`src/rtl/operand_mux_reg.sv`:
```
// Registered NUM_IN-way operand selector with valid/ready output stage.
// Optional OPMUX_STICKY_ERR_EN: sel_err latches on any out-of-range accept.
module operand_mux_reg #(
    parameter int WIDTH  = 32,
    parameter int NUM_IN = 3,
    localparam int SEL_W = $clog2(NUM_IN)
) (
    input  logic                    clk,
    input  logic                    reset,
    input  logic                    in_valid,
    output logic                    in_ready,
    input  logic [SEL_W-1:0]        sel,
    input  logic [NUM_IN*WIDTH-1:0] data_in,
    output logic                    out_valid,
    input  logic                    out_ready,
    output logic [WIDTH-1:0]        data_out,
    output logic [SEL_W-1:0]        last_sel,
    output logic                    sel_err
);

    logic             accept;
    logic             drain;
    logic             sel_ok;
    logic [WIDTH-1:0] pick;

    assign in_ready = !out_valid || out_ready;
    assign accept   = in_valid && in_ready;
    assign drain    = out_valid && out_ready;
    assign sel_ok   = 32'(sel) < NUM_IN;

    // Out-of-range selects match no slice and fall through to zero.
    always_comb begin
        pick = '0;
        for (int k = 0; k < NUM_IN; k++) begin
            if (sel == SEL_W'(k)) begin
                pick = data_in[k*WIDTH +: WIDTH];
            end
        end
    end

    always_ff @(posedge clk) begin
        if (!reset) begin
            out_valid <= 1'b0;
            data_out  <= '0;
            last_sel  <= '0;
            sel_err   <= 1'b0;
        end else begin
            if (accept) begin
                out_valid <= 1'b1;
                data_out  <= pick;
                last_sel  <= sel;
            end else if (drain) begin
                out_valid <= 1'b0;
            end
`ifdef OPMUX_STICKY_ERR_EN
            if (accept && !sel_ok) begin
                sel_err <= 1'b1;
            end
`else
            if (accept) begin
                sel_err <= !sel_ok;
            end else if (drain) begin
                sel_err <= 1'b0;
            end
`endif
        end
    end

endmodule

```
`config.mk`:
```
export PLATFORM = sky130hd
export DESIGN_NAME = operand_mux_reg
export DESIGN_NICKNAME = d
export VERILOG_FILES = /design/src/rtl/operand_mux_reg.sv
export SDC_FILE = /design/constraint.sdc
export NUM_CORES = 1
export LEC_CHECK = 0
export ABC_AREA = 0
export ABC_CLOCK_PERIOD_IN_PS = 1100
export CORE_MARGIN = 2
export CORE_UTILIZATION = 33
export CTS_CLUSTER_DIAMETER = 40
export DETAILED_ROUTE_END_ITERATION = 12
export PLACE_DENSITY_LB_ADDON = 0.05
export SYNTH_ARGS = -nofsm -noshare
export SYNTH_HDL_FRONTEND = slang
export SYNTH_SLANG_ARGS = --single-unit
```
`constraint.sdc`:
```
create_clock -name clk -period 1.1 [get_ports clk]
set_input_delay 0.275 -clock clk [delete_from_list [all_inputs] [get_ports clk]]
set_output_delay 0.275 -clock clk [all_outputs]
set_load 0.01 [all_outputs]
```
After elaboration in Yosys (flattened, before gate mapping)
Index checks and enable logic that the tools add are counted.
- $lt $le $gt $ge: 1
- equal/unequal tests: 2
- mux-type cells: 6
- reductions and logical operators: 7
- operators with widths (cell ; number):
    $mux 32 ; 3
    $mux 1 ; 3
    $eq 2x1->1 const B ; 1
    $eq 2x2->1 const B ; 1
    $logic_and 1x1->1 ; 2
    $logic_not 1->1 ; 2
    $logic_not 2->1 ; 1
    $lt 2x2->1 const B ; 1
    $reduce_bool 2->1 ; 1
    $logic_or 1x1->1 ; 1
- register bits: 36
- input bits: 102
- word-level logic and storage cells: 20

Depth between registers and ports, before layout
- depth after elaboration: 4
- gate-level depth with buffers: 5

Worst setup path before layout
Ideal clock, no wire load.
- kind: flip-flop to flip-flop
- from: register out_valid
- to: register data_out[0]
- library setup time: 0.116 ns
- arrival time: 1.000 ns
- data required time: 0.984 ns
- setup slack: -0.016 ns
- stages on the path, launching flop included: 6
- buffers on the path: 1
- clock period less this slack: 1.116 ns
- cells stage by stage: dfxtp_1 and2b_4 inv_4 buf_2 o2111ai_1 o211a_1
- cells in the longest elaborated chain, start to end: 3
- RTL lines (element ; RTL line ; RTL):
    start, declared ; 14 ; output logic out_valid,
    start signal, assigned ; 43 ; out_valid <= 1'b0;
    start signal, assigned ; 49 ; out_valid <= 1'b1;
    start signal, assigned ; 53 ; out_valid <= 1'b0;
    $logic_not 1->1 ; 26 ; assign in_ready = !out_valid || out_ready;
    $logic_or 1x1->1 ; 26 ;
    $logic_and 1x1->1 ; 27 ; assign accept = in_valid && in_ready;
    end signal, assigned ; 50 ; data_out <= pick;
    end, declared ; 16 ; output logic [WIDTH-1:0] data_out,
No other way between the ends.
A chain may end at the register's enable or synchronous reset.

Worst setup path in the final report
- from: register out_valid
- to: output in_ready
- cells in the longest elaborated chain, start to end: 2
- RTL lines (element ; RTL line ; RTL):
    $logic_not 1->1 ; 26 ;
    $logic_or 1x1->1 ; 26 ;
    end, declared ; 11 ; output logic in_ready,
No other way between the ends.

==> flow_summary.toml <==
[worst_setup_path]
critPathArrivalTime_ns = 0.92
path_class = "reg -> out"
cpMaxStageDelayCell = "dfxtp_2"
crit_fanout = 2
crit_chain = "and2b_4 > inv_4 > buf_6"
critPathCaptureType = "output port"
path_buf_inv = 2
cp_data_required_time_ns = 0.82
crit_family = "flip-flops"
slowest_delay_ns = 0.32
worst_setup_path_start_kind = "flip-flop"

[synthesis]
ys_types = 21
yosys_warnings = 0
synth_nets = 310
syn_area_sq_um = 2150
ys_ff_latch = 36
synth_cells = 208
syn-mean-instance-area_sq_um = 10.3
ys_seq_area_share_pct = 33.5

[drt]
via_count = 2310
postRouteAntennaNets = 0
drc_errors = 0
drtIter0Drc = 54
firstDrtPassIters = 4
wl_microns = 7300
viasPerCell = 5.33
wl_per_cell_microns = 16.8

[power_and_ir_drop]
power.density_nw_per_um2 = 937
p_leak_uw = 0.00186
ir_drop_v = 0.000540
finalPower_uw = 3630

[floorplanning]
start_util_pct = 34.1
fp.coreArea_sq_um = 6310
dieArea_sq_um = 7180
die_h_microns = 84.8
rows = 29
pin_count = 139
die_x_microns = 84.8

[grt]
use_met2_pct = 33.1
grt-ovfl-total = 0
first_global_vias = 2252
grt.busiest_layer = "met2"
grt_start_max_net_pins = 26
use_met1_pct = 24.1
antenna_found_initial = 0
grt_pass1_wl_microns = 11200
grt_use_met3_pct = 5.41
grtUsageTotal_pct = 19.3

[final_layout]
nNetsFinal = 457
utilization_pct = 61.4
drive_gt1_share_pct = 29.2
instances_no_fill = 433
layout.cells.most_common_list = "97 x clkdlybuf4s50_1, 37 x buf_2, 32 x mux2i_1, 32 x nand3b_1, 32 x o211a_1"
final_common_cell = "clkdlybuf4s50_1"
diodes = 0
n_fill_cell = 606
synthToLayoutAreaGrowth_pct = 80.1

[clock_network]
cts_max_level = 2
cts_sinks = 36
cts_buffer_depth = 2
cts.hold.buffers_added = 0
cts_tree = "built"
cts_made_buffers = 5
clkTransAtPathRegs_ns = 0.07
ctsRootBufferMaster = "clkbuf_8"
clk-insertion-delay-late_ns = 0.28

[place]
placed_cells = 422
port_buffers = 138
place_congestion = 0.693
hpwlAfterDp_microns = 5230
pre_cts_ws_ns = -0.661

[status]
violations = "negative setup slack"
status = "finished, violations left"

[timing]
relSlewSlack_pct = 84.7
skew_ns = 0.00427
finalWorstPathRequiredPeriod_ns = 1.20
fin_ws_ns = -0.0994
worst_slew_pin_slew_ns = 0.223
fmax_mhz = 834
finalSetupViolCount = 36
finalHoldViolations = 0
rsz0062_at_grt = "yes"
slew_violations = 0
fin_crit_sh_pct = 109

[hold_path]
hold_path.class = "reg -> reg"

[flow_run]
maxCapViolCount = 0
worst paths after layout:
path	cells past startpoint	endpoint	slack [ns]	startpoint
max	3	in_ready	-0.1	out_valid
max reg2reg	6	data_out[2]	-0.08	out_valid
min	2	last_sel[1]	0.48	last_sel[1]
min reg2reg	2	last_sel[1]	0.48	last_sel[1]
stage by stage:
| stage | hold slack (ns) | instance area (sq um) | setup TNS [ns] |
|---|---|---|---|
| after detailed placement | 0.471 | 3760 | -21.55 |
| after CTS | 0.482 | 3710 | -2.50 |
| after global routing | 0.507 | 3880 | -3.94 |
| after global placement | 0.468 | 3760 | -21.18 |
| final | 0.482 | 3880 | -2.13 |
| after floorplan | 0.494 | 2150 | -0.317 |
state kept, by name (all words and copies together) (netlist names):
register,count
out_valid,1
last_sel,2
data_out,32
sel_err,1
synthesized netlist by cell type:
master     instances  area (sq um)
inv_2              1          3.75
inv_4              1          6.26
o2111ai_1         32           280
nor2_2             1          6.26
buf_1              1          3.75
o211a_1           32           320
o21ai_0            3          15.0
dfxtp_1           36           721
buf_6              5          56.3
clkbuf_4           1          7.51
nand3b_1          32           240
nand3_1            2          10.0
nor2_1             1          3.75
and2b_4            1          10.0
a21oi_1            4          20.0
nand4_1            1          6.26
inv_1              1          3.75
clkbuf_1           4          15.0
mux2i_1           32           320
buf_4              7          52.6
buf_2             10          50.1
final cells by class:
| type | count | area [sq um] | share of cell area, % |
|---|---|---|---|
| sequential | 36 | 732 | 18.9 |
| clock buffer | 8 | 90.1 | 2.32 |
| timing repair buffer | 168 | 1610 | 41.6 |
| tap | 77 | 96.3 | 2.49 |
| multi-input combinational | 141 | 1330 | 34.3 |
| inverter | 3 | 13.8 | 0.355 |
worst min-delay path: cells and delay by family, from the launching register on:
family / cells / cell delay (ns)
AOI/OAI and AO/OA: 2 / 0.12
DFF: 1 / 0.32
metal layers:
metal / share of wire [%] / vias to the layer above
li1: - / 1129
met1: 43 / 1096
met2: 50 / 81
met3: 6.7 / 4
met4: 0.71 / 0
met5: 0 / -
where the power goes:
| part | switching (uW) | leakage (uW) | internal [uW] |
|---|---|---|---|
| sequential | 46.5 | 0.000301 | 1410 |
| combinational | 468 | 0.00152 | 735 |
| clock | 460 | 0.0000455 | 511 |
| total | 974 | 0.00186 | 2660 |
cell families after synthesis:
kind of cell / count (synthesis) / share of synthesized area [%]
and+or+nand+nor: 38 / 12.8
DFF: 36 / 33.5
AOI/OAI and AO/OA: 71 / 29.5
buffers and inverters: 31 / 9.24
muxes: 32 / 14.9
what timing repair did:
action,4_1_cts,5_1_grt
pin swaps,0,8
gates cloned,0,2
endpoints found under the setup margin,73,37
buffers inserted,1,0
resized for setup,162,23
Note: power is estimated with default switching activity, not from simulation.
